## src/rtl/key_event_fifo.sv

```systemverilog
// key_event_fifo: memory-mapped key/switch port. Synchronises the key
// inputs, detects masked level changes and queues each changed snapshot
// in a small FIFO. The CPU drains it through the data register, and the
// control/status and mask registers sit alongside it on the same bus.
module key_event_fifo #(
  parameter int KEY_WIDTH = 4,
  parameter int BITS      = 32,
  parameter int DEPTH     = 8,
  parameter logic [BITS-1:0] BASE      = 32'hF0000010,
  parameter logic [BITS-1:0] CTRL_BASE = 32'hF0000110,
  parameter logic [BITS-1:0] MASK_BASE = 32'hF0000210
) (
  input  logic                 clk,
  input  logic                 reset,
  input  logic                 we,
  input  logic                 re,
  input  logic [BITS-1:0]      memAddr,
  input  logic [BITS-1:0]      dataBusIn,
  input  logic [KEY_WIDTH-1:0] key,
  output logic [BITS-1:0]      dataBusOut,
  output logic                 irq
);

  localparam int PTR_W = $clog2(DEPTH);
  localparam int CNT_W = PTR_W + 1;
  localparam logic [CNT_W-1:0] FULL_CNT = CNT_W'(DEPTH);

  logic [KEY_WIDTH-1:0] sync1, sync2, prev;
  logic [KEY_WIDTH-1:0] mask;
  logic [KEY_WIDTH-1:0] fifo [DEPTH];
  logic [PTR_W-1:0]     rd_ptr, wr_ptr;
  logic [CNT_W-1:0]     count;
  logic                 overrun, ie;

  logic change, ready, full;
  logic data_rd, push, drop, ctrl_wr, mask_wr;
  logic [BITS-1:0] status_word, data_word, mask_word;
  logic unused_bits;

  // Change detection and bus strobe decode.
  always_comb begin
    change  = |((sync2 ^ prev) & mask);
    ready   = (count != '0);
    full    = (count == FULL_CNT);
    data_rd = re & ~we & (memAddr == BASE) & ready;
    // A full FIFO still accepts a push when a pop frees a slot this cycle.
    push    = change & (~full | data_rd);
    drop    = change & full & ~data_rd;
    ctrl_wr = we & (memAddr == CTRL_BASE);
    mask_wr = we & (memAddr == MASK_BASE);
  end

  // Two-flop synchroniser plus the previous-sample register for edge detect.
  always_ff @(posedge clk or negedge reset) begin
    if (!reset) begin
      sync1 <= '0;
      sync2 <= '0;
      prev  <= '0;
    end else begin
      sync1 <= key;
      sync2 <= sync1;
      prev  <= sync2;
    end
  end

  // FIFO storage; contents are only observable while count is nonzero.
  always_ff @(posedge clk) begin
    if (push) fifo[wr_ptr] <= sync2;
  end

  // Pointers and occupancy; pointer wrap is natural as DEPTH is a power of two.
  always_ff @(posedge clk or negedge reset) begin
    if (!reset) begin
      rd_ptr <= '0;
      wr_ptr <= '0;
      count  <= '0;
    end else begin
      if (push)    wr_ptr <= wr_ptr + PTR_W'(1);
      if (data_rd) rd_ptr <= rd_ptr + PTR_W'(1);
      case ({push, data_rd})
        2'b10:   count <= count + CNT_W'(1);
        2'b01:   count <= count - CNT_W'(1);
        default: count <= count;
      endcase
    end
  end

  // Control and mask registers; a dropped entry beats a same-cycle overrun clear.
  always_ff @(posedge clk or negedge reset) begin
    if (!reset) begin
      overrun <= 1'b0;
      ie      <= 1'b0;
      mask    <= '1;
    end else begin
      if (drop)
        overrun <= 1'b1;
      else if (ctrl_wr && !dataBusIn[2])
        overrun <= 1'b0;
      if (ctrl_wr) ie   <= dataBusIn[8];
      if (mask_wr) mask <= dataBusIn[KEY_WIDTH-1:0];
    end
  end

  // Register images presented on the read path.
  always_comb begin
    status_word             = '0;
    status_word[0]          = ready;
    status_word[1]          = full;
    status_word[2]          = overrun;
    status_word[8]          = ie;
    status_word[16 +: CNT_W] = count;
    data_word               = '0;
    if (ready) data_word[KEY_WIDTH-1:0] = fifo[rd_ptr];
    mask_word               = '0;
    mask_word[KEY_WIDTH-1:0] = mask;
  end

  // Read mux; the bus sees zeros unless this device is being read.
  always_comb begin
    dataBusOut = '0;
    if (re && !we) begin
      if (memAddr == BASE)           dataBusOut = data_word;
      else if (memAddr == CTRL_BASE) dataBusOut = status_word;
      else if (memAddr == MASK_BASE) dataBusOut = mask_word;
    end
  end

  // Level interrupt straight from registered state.
  always_comb begin
    irq = ie & (ready | overrun);
  end

  // Upper write-data bits have no register behind them.
  assign unused_bits = ^dataBusIn;

endmodule

```

## config.mk

```make
export PLATFORM = sky130hd
export DESIGN_NAME = key_event_fifo
export DESIGN_NICKNAME = d
export VERILOG_FILES = /design/src/rtl/key_event_fifo.sv
export SDC_FILE = /design/constraint.sdc
export NUM_CORES = 1
export LEC_CHECK = 0
export ABC_AREA = 1
export CORE_ASPECT_RATIO = 2
export CORE_MARGIN = 4
export CORE_UTILIZATION = 45
export CTS_CLUSTER_SIZE = 8
export DETAILED_ROUTE_END_ITERATION = 6
export GPL_TIMING_DRIVEN = 0
export HOLD_SLACK_MARGIN = 0.02
export PLACE_DENSITY = 0.91
export SLEW_MARGIN = 20
export SYNTH_ARGS = -nofsm -noshare
export SYNTH_HDL_FRONTEND = slang
export SYNTH_SLANG_ARGS = --single-unit
export TNS_END_PERCENT = 20
```

## constraint.sdc

```tcl
create_clock -name clk -period 2.45 [get_ports clk]
set_input_delay 0.245 -clock clk [delete_from_list [all_inputs] [get_ports clk]]
set_output_delay 0.245 -clock clk [all_outputs]
set_load 0.005 [all_outputs]
```

==> flow_summary.yaml, run 1 <==
outcome:
  status: "finished, violations left"
  violations: "setup timing"
finish:
  area_delta_synth_final_pct: 36.04
  nets: 488
  fin_util_pct: 62.55
  drive_gt1_share_pct: 18.99
  final_common_cell: "nor2_1"
  final_cell_mix: "nor2_1 (55), nand2_1 (49), clkdlybuf4s50_1 (47)"
  diodes: 0
setup_path:
  cp_max_fo: 5
  critPathArrivalTime_ns: 2.23
  required_ns: 2.20
  path_class: "in2out"
  cp-start-kind: "input port"
  end_kind: "primary output"
global_route:
  grt_pass1_vias: 2399
  grt_pass1_wl_mm: 11.50
  track_usage_pct: 19.05
  grt_max_degree: 29
  grt_overflow: 0
  antenna_found_initial: 0
logic_synthesis:
  ys_seq_elements: 60
  ys_types: 37
  syn_area_um2: 3020
  yosysSeqAreaShare_pct: 55.18
  yosysWarnings: 0
  async_reset_ff_share_pct: 46.67
  synth_top_cell_by_area: "edfxtp_1"
  netlist_instances: 324
  synth_top_area_share_pct: 31.81
  synth-edff-count: 32
  synth.avg_cell_area_um2: 9.322
  synth-main-ff-cell: "edfxtp_1"
  synthTopCellsByArea: "edfxtp_1 (32%), dfrtp_1 (20%), nor2_1 (7.1%)"
cts:
  root_buffer: "clkbuf_16"
  cts_setup_buffers: 0
  cts.htree.levels: 3
  clkTransAtPathRegs_ns: 0.05
  clk_latency_ns: 0.33
  cts-buffers-inserted: 9
  cts_tree: "done"
  clock_sinks: 60
  clock_path_buffers: 2
sta:
  min_period_ns: 2.476
  slew_headroom_pct: 59.45
  skew_ns: 0.008221
  fin_ws_ns: -0.02628
  finalSetupViolations: 1
  finalSetupTns_ns: -0.02628
  hold_viol_final: 0
  fmax_mhz: 403.8
  period_share_pct: 101.1
  rsz0062_at_grt: "yes"
  drv_slew: 0
  tightest_slew_ns: 0.6083
floorplanning:
  die_w_um: 65.93
  die_area_um2: 8166
  io_pins: 105
  dieHeight_um: 123.9
  floorplan.core_area_um2: 6569
  row_count: 42
  start_util_pct: 45.98
placement:
  dp_hpwl_mm: 5.127
  gp_congestion: 0.8856
  numPortBuffers: 54
  pre_cts_ws_ns: -0.2876
power:
  powerDensity_nw_per_um2: 603.1
  leakage_nw: 1.831
  vdd.ir_drop.worst_uv: 659.9
route:
  wirelength_mm: 7.170
  drc: 0
  first_pass_iters: 4
  vias: 2441
  routed_via_density: 4.843
  first_iter_violations: 118
  routedWlPerCell_um: 14.23
  antenna_left: 0
job:
  maxCapViolations: 0
min_path:
  hold_class: "reg2reg"
power by group:
part / switching (W) / leakage [nW] / internal, W / total (W)
Clock: 0.000453 / 0.150 / 0.000790 / 0.00124
Sequential: 0.0000139 / 0.603 / 0.00108 / 0.00109
Combinational: 0.0000504 / 1.08 / 0.0000944 / 0.000145
per-stage QoR:
| step | hold WS [ns] | cells | area, um^2 | power (W) |
|---|---|---|---|---|
| 6_report | 0.3581 | 504 | 4109 | 0.002478 |
| 3_5_place_dp | 0.2848 | 488 | 3749 | 0.001246 |
| 3_3_place_gp | 0.3334 | 488 | 3754 | 0.001243 |
| 2_1_floorplan | -0.05059 | 346 | 3103 | 0.001158 |
| 5_1_grt | 0.3513 | 504 | 4109 | 0.002549 |
| 4_1_cts | 0.3586 | 504 | 4080 | 0.002483 |
registers in the layout (all words and copies together), names as in the netlist:
signal   flops
fifo        32
count        4
mask         4
prev         4
sync1        4
sync2        4
rd_ptr       3
wr_ptr       3
ie           1
overrun      1
synth_stat cells (2+ instances only):
cell / n
a21oi_1: 6
a2bb2oi_1: 2
buf_2: 4
buf_4: 23
dfrtp_1: 24
dfstp_2: 4
edfxtp_1: 32
ha_1: 4
inv_1: 33
inv_2: 2
nand2_1: 49
nand2_2: 7
nand3_1: 10
nand4_1: 5
nor2_1: 57
nor2_2: 4
nor2_4: 2
nor3_1: 5
o21ai_0: 28
o221ai_1: 2
or2_2: 2
xor2_1: 4
timing repair:
action,4_1_cts,5_1_grt
resized for setup,16,7
pin swaps,0,1
endpoints found under the hold margin,24,0
setup endpoints to repair,8,6
hold buffers,1,0
critical path, stage by stage:
cell and delay (ns):
clkdlybuf4s50_1 0.47, inv_1 0.04, nor2_1 0.08, nand2_1 0.09, nor2_4 0.15, nand3_4 0.12, inv_1 0.08, nand2_1 0.07
inv_2 0.10, nand2_1 0.11, nor3_1 0.15, clkdlybuf4s50_1 0.54
final cells by class:
class,count,area (um^2)
clock buffer,9,225.2
buffer,27,203.9
sequential,60,1668
multi-input combinational,223,1150
inverter,35,131.4
fill,513,2460
clock inverter,7,75.07
timing repair buffer,55,545.5
tap,88,110.1
per-layer routing:
layer / GRT usage [%] / share of wire (%)
met4: 9.669 / 3.2
met3: 4.422 / 6.2
met1: 19.24 / 34
met5: 0 / 0
met2: 35.39 / 57
final timing paths:
path	startpoint	to	slack, ns	depth (start not counted)
max reg2reg	sync2[0]	count[3]	0.05	15
min in group asynchronous	reset	wr_ptr[1]	0.46	2
max in group asynchronous	reset	rd_ptr[1]	1.54	2
min reg2reg	sync1[1]	sync2[1]	0.36	0
max	memAddr[4]	dataBusOut[18]	-0.03	12
min	sync1[1]	sync2[1]	0.36	0
cells by family (layout without fill, tap and decap cells):
family | after synthesis | in the layout | share of synthesized area (%)
XOR/XNOR | 5 | 5 | 1.450
flip-flops | 60 | 60 | 55.18
AO/OA/AOI/OAI | 43 | 43 | 7.871
adder cells (fa/ha/maj) | 5 | 5 | 2.320
AND/OR/NAND/NOR | 145 | 145 | 21.50
multiplexers | 2 | 2 | 0.7042
other | 1 | 23 | 0.1242
buffers and inverters | 63 | 133 | 10.85
No activity file was read; power rests on OpenSTA's default activity.
==> inputs of run 2 (changes only) <==
--- a/config.mk
+++ b/config.mk
@@ -6,14 +6,15 @@
 export NUM_CORES = 1
 export LEC_CHECK = 0
 export ABC_AREA = 1
+export CELL_PAD_IN_SITES_DETAIL_PLACEMENT = 1
+export CELL_PAD_IN_SITES_GLOBAL_PLACEMENT = 1
 export CORE_ASPECT_RATIO = 2
 export CORE_MARGIN = 4
-export CORE_UTILIZATION = 45
+export CORE_UTILIZATION = 33
 export CTS_CLUSTER_SIZE = 8
 export DETAILED_ROUTE_END_ITERATION = 6
-export GPL_TIMING_DRIVEN = 0
 export HOLD_SLACK_MARGIN = 0.02
-export PLACE_DENSITY = 0.91
+export PLACE_DENSITY = 0.9
 export SLEW_MARGIN = 20
 export SYNTH_ARGS = -nofsm -noshare
 export SYNTH_HDL_FRONTEND = slang
==> constraint.sdc (replaced) <==
create_clock -name clk -period 2.45 [get_ports clk]
set_input_delay 0.245 -clock clk [delete_from_list [all_inputs] [get_ports clk]]
set_output_delay 0.245 -clock clk [all_outputs]
set_load 0.02 [all_outputs]
==> run 2 against run 1 <==
Effect of this change: the flow now finishes without violations; design area rose by 0.67%; hold slack worse by 0.065 ns; routed wire length up 30%; highest routed layer unchanged; largest power group unchanged; via count grew 5.8%; combinational power increased by 9.7%.
==> flow_summary.yaml, run 2 (same netlist as run 1, synthesis figures left out) <==
sta:
  rsz0062_at_grt: "yes"
  period_share_pct: 94.82
  fin_hold_ws_ns: 0.2933
  hold_viol_final: 0
  drv_slew: 0
  skew_ns: 0.01210
  fmax_mhz: 430.5
  finalSetupViolations: 0
  min_period_ns: 2.323
placement:
  dpl_cell_area_um2: 3807
  gp_congestion: 0.8617
  numPortBuffers: 54
  placedCellCount: 505
  dp_hpwl_mm: 6.760
route:
  first_pass_iters: 4
  routed_via_density: 4.948
  routedWlPerCell_um: 17.81
  first_iter_violations: 143
  wirelength_mm: 9.298
  antenna_left: 0
  drc: 0
  vias: 2583
floorplanning:
  start_util_pct: 33.74
  dieHeight_um: 143.3
  row_count: 49
  io_pins: 105
  die_area_um2: 10840
  floorplan.core_area_um2: 8951
  die_w_um: 75.65
cts:
  clock_sinks: 60
  cts.htree.levels: 3
  hold_buffers: 0
  clock_path_buffers: 2
  clkTransAtPathRegs_ns: 0.06
  root_buffer: "clkbuf_16"
  cts-buffers-inserted: 9
  clk_latency_ns: 0.33
  cts_tree: "done"
finish:
  multi_input_area_um2: 1126
  regMostFlops: "fifo"
  diodes: 0
  seqCellArea_um2: 1673
  nets: 492
  final_common_cell: "nor2_1"
  drive_gt1_share_pct: 20.95
  n_fill_cell: 1060
  largest_reg_flops: 32
  final_cell_mix: "nor2_1 (54), nand2_1 (49), clkdlybuf4s50_1 (45)"
  stdcell_area_um2: 4136
  finalNonFillerCells: 522
  area_delta_synth_final_pct: 36.95
setup_path:
  cp_top_family: "simple AND/OR/NAND/NOR gates"
  critPathArrivalTime_ns: 2.55
  cp_slowest_cell: "dfrtp_2"
  worst-path-buf-inv: 4
  path_class: "reg2reg"
  crit_chain: "or2_2 -> nand3_1 -> nand3_1 -> inv_1 -> nand2_2 -> inv_1 -> ha_1 -> nand2_1 -> nand2_1 -> a31oi_2 -> inv_1 -> nand2_1 -> nand3_1 -> nand2_1 -> inv_1"
  cp-start-kind: "register"
  cpPeakStageDelay_ns: 0.46
  cp_max_fo: 7
  end_kind: "register"
  required_ns: 2.67
power:
  vdd.ir_drop.worst_uv: 572.5
  powerDensity_nw_per_um2: 625.8
  leakage_nw: 1.815
  p_total_w: 0.002589
global_route:
  antenna_found_initial: 0
  globalRouteMet2Util_pct: 33.74
  grt_pass1_vias: 2845
  grt_pass1_wl_mm: 14.57
  grt_max_degree: 29
  use_met1_pct: 18.71
  use_met3_pct: 3.852
  grt_overflow: 0
  busiest_layer: "met2"
  track_usage_pct: 18.51
outcome:
  status: "finished clean"
min_path:
  hold_class: "in2async"
job:
  maxCapViolations: 0
## run 2: cell types whose count changed in the layout (fill, tap and decap cells not counted), sizes merged
cell / delta
dlygate4sd2: +1
buf: +5
clkbuf: +4
clkdlybuf4s50: -2
dlygate4sd3: -1
dlymetal6s2s: -2
clkinv: -2
clkinvlp: +1
## run 2: area by class of cell
class	instances	area share, %
Tap cell	102	3.085
Inverter	35	3.176
Timing Repair Buffer	86	18.33
Sequential cell	60	40.44
Multi-Input combinational cell	223	27.22
Clock buffer	10	6.050
Clock inverter	6	1.694
## run 2: path summary, 6_finish.rpt
| path | start | end | slack [ns] | cells after the start |
|---|---|---|---|---|
| worst max-delay path | sync2[0] | count[3] | 0.13 | 15 |
| worst min-delay path | reset | wr_ptr[1] | 0.29 | 2 |
| worst max register to register | sync2[0] | count[3] | 0.13 | 15 |
| worst min register to register | sync1[1] | sync2[1] | 0.34 | 0 |
| max in group asynchronous | reset | mask[1] | 1.83 | 2 |
| min in group clk | sync1[1] | sync2[1] | 0.34 | 0 |
## run 2: timing repair
action | 4_1_cts | 5_1_grt
endpoints found under the setup margin | 9 | 7
gates resized for setup | 12 | 21
setup buffers | 0 | 1
## run 2: metrics by stage
step                utilization (%)  setup TNS, ns  setup slack (ns)
finish                        46.21              0            0.1269
global route                  46.21       -0.08195          -0.08195
CTS                           46.03              0          0.001294
detailed placement            42.54         -1.151           -0.2250
global placement              42.54        -0.7283           -0.1235
floorplan                         -              0            0.4223
## run 2: power by group
group          internal (W)  switching (W)
logic             0.0000814      0.0000781
registers           0.00108      0.0000117
clock network      0.000854       0.000488
total               0.00201       0.000578
## run 2: layer usage
layer  part of all wire, %  vias up
met3                   4.4       28
met2                    57       96
li1                      -     1200
met5                     0        -
met4                   4.4        0
met1                    34     1259
==> inputs of run 3 (changes only) <==
--- a/config.mk
+++ b/config.mk
@@ -10,11 +10,12 @@
 export CELL_PAD_IN_SITES_GLOBAL_PLACEMENT = 1
 export CORE_ASPECT_RATIO = 2
 export CORE_MARGIN = 4
-export CORE_UTILIZATION = 33
+export CORE_UTILIZATION = 45
 export CTS_CLUSTER_SIZE = 8
 export DETAILED_ROUTE_END_ITERATION = 6
+export DONT_BUFFER_PORTS = 1
 export HOLD_SLACK_MARGIN = 0.02
-export PLACE_DENSITY = 0.9
+export PLACE_DENSITY = 0.88
 export SLEW_MARGIN = 20
 export SYNTH_ARGS = -nofsm -noshare
 export SYNTH_HDL_FRONTEND = slang
==> run 3 against run 2 <==
Effect of this change: routed wire length is 10% lower; core utilization is 7.2 points higher; hold slack worse by 0.26 ns; global-route usage is 3.6 points higher; worst setup slack worse by 0.013 ns; design area is 15% lower; non-clock buffer count is 62 lower; first-iteration DRC count is 72% lower; total power is 11% lower; critical path depth is 2 higher; register-to-register slack hardly changed; critical endpoint unchanged.
==> flow_summary.yaml, run 3 (same netlist as run 1, synthesis figures left out) <==
outcome:
  status: "finished clean"
setup_path:
  cp_slowest_cell: "dfrtp_1"
  end_kind: "register"
  crit_top_cell: "inv_1"
  required_ns: 2.67
  crit_chain: "inv_1 -> nand3_1 -> inv_1 -> nor2_2 -> inv_2 -> nor2_4 -> nand2_2 -> inv_1 -> ha_4 -> nand2_1 -> nand2_1 -> a31oi_1 -> inv_1 -> nand2_1 -> nand3_1 -> nand2_1 -> inv_1"
  cp_max_fo: 4
  path_class: "reg2reg"
  critPathArrivalTime_ns: 2.55
  cpPeakStageDelay_ns: 0.39
  cp-start-kind: "register"
finish:
  drive_gt1_share_pct: 17.88
  stdcell_area_um2: 3510
  diodes: 0
  n_fill_cell: 757
  fin_util_pct: 53.43
  area_delta_synth_final_pct: 16.20
  seqCellArea_um2: 1668
  regMostFlops: "fifo"
  finalNonFillerCells: 446
  final_common_cell: "nor2_1"
  final_cell_mix: "nor2_1 (55), nand2_1 (49), edfxtp_1 (32)"
  multi_input_area_um2: 1131
  largest_reg_flops: 32
  nets: 430
sta:
  min_period_ns: 2.336
  slew_headroom_pct: 55.88
  hold_viol_final: 0
  finalSetupViolations: 0
  period_share_pct: 95.35
  tightest_slew_ns: 0.6567
  fmax_mhz: 428.1
  fin_hold_ws_ns: 0.03710
  skew_ns: 0.007566
  drv_slew: 0
  finalSetupTns_ns: 0
cts:
  clk_latency_ns: 0.33
  root_buffer: "clkbuf_16"
  cts.htree.levels: 3
  clock_path_buffers: 2
  cts-buffers-inserted: 9
  cts_tree: "done"
  clkTransAtPathRegs_ns: 0.05
  clock_sinks: 60
global_route:
  grt_pass1_vias: 2488
  grt_overflow: 0
  antenna_found_initial: 0
  track_usage_pct: 22.15
  grt_pass1_wl_mm: 12.88
  grt_max_degree: 29
placement:
  dp_hpwl_mm: 5.947
  gp_congestion: 0.8348
  dpl_cell_area_um2: 3129
  placedCellCount: 421
  numPortBuffers: 0
route:
  routed_via_density: 5.202
  first_pass_iters: 4
  vias: 2320
  routedWlPerCell_um: 18.74
  drc: 0
  antenna_left: 0
  first_iter_violations: 40
  wirelength_mm: 8.359
min_path:
  hold_class: "in2reg"
power:
  leakage_nw: 1.518
  vdd.ir_drop.worst_uv: 699.1
  powerDensity_nw_per_um2: 653.1
floorplanning:
  dieHeight_um: 123.9
  row_count: 42
  io_pins: 105
  die_area_um2: 8166
  start_util_pct: 45.98
  floorplan.core_area_um2: 6569
  die_w_um: 65.93
job:
  maxCapViolations: 0
## run 3: cell count changes in the layout (fill, tap and decap cells not counted), sizes merged
cell           change
clkdlybuf4s50     -45
buf               -14
dlygate4sd2        -5
dlygate4sd3        +5
clkbuf             -2
bufinv             -1
## run 3: worst max-delay path: cells and delay by family, from the launching register on
| kind | cells | cell delay [ns] |
|---|---|---|
| AND/OR/NAND/NOR | 9 | 0.90 |
| buffers and inverters | 6 | 0.52 |
| flip-flops | 1 | 0.39 |
| adder cells (fa/ha/maj) | 1 | 0.22 |
| AO/OA/AOI/OAI | 1 | 0.18 |
## run 3: what timing repair did
action	CTS	global route
buffers inserted	0	3
setup endpoints to repair	0	4
resized for setup	0	7
hold buffers	6	0
hold endpoints to repair	32	0
## run 3: path summary, 6_finish.rpt
check / end / startpoint / slack (ns) / cells after the start
worst max-delay path: count[3] / count[2] / 0.11 / 17
worst min-delay path: mask[0] / dataBusIn[0] / 0.04 / 2
worst max register to register: count[3] / count[2] / 0.11 / 17
worst min register to register: sync2[1] / sync1[1] / 0.36 / 0
max in group asynchronous: mask[2] / reset / 1.85 / 2
min in group asynchronous: sync2[0] / reset / 0.36 / 2
## run 3: where the power goes
group          leakage (nW)  internal [W]  switching [W]  total (W)
logic                 0.781     0.0000248      0.0000712  0.0000961
registers             0.603       0.00108     0.00000803    0.00108
clock network         0.134      0.000679       0.000433    0.00111
total                  1.52       0.00178       0.000512    0.00229
## run 3: layout make-up
class                      instances  area share (%)
tap                               88           3.137
clock inverter                     5          0.7843
timing repair buffer              24           5.847
clock buffer                      11           6.631
multi-input combinational        223           32.23
sequential                        60           47.52
inverter                          35           3.850
## run 3: layer usage
metal / track usage, % / vias to the layer above / part of all wire [%]
li1: - / 1073 / -
met1: 21.12 / 1111 / 33
met2: 42.11 / 109 / 56
met3: 4.332 / 27 / 5.6
met4: 13.10 / 0 / 4.8
met5: 0 / - / 0
## run 3: metrics by stage
step,worst slack (ns),total power [W]
finish,0.1140,0.002292
floorplan,0.4223,0.001183
detailed placement,0.1280,0.001173
global route,-0.05289,0.002365
CTS,0.05813,0.002298
global placement,0.2152,0.001169
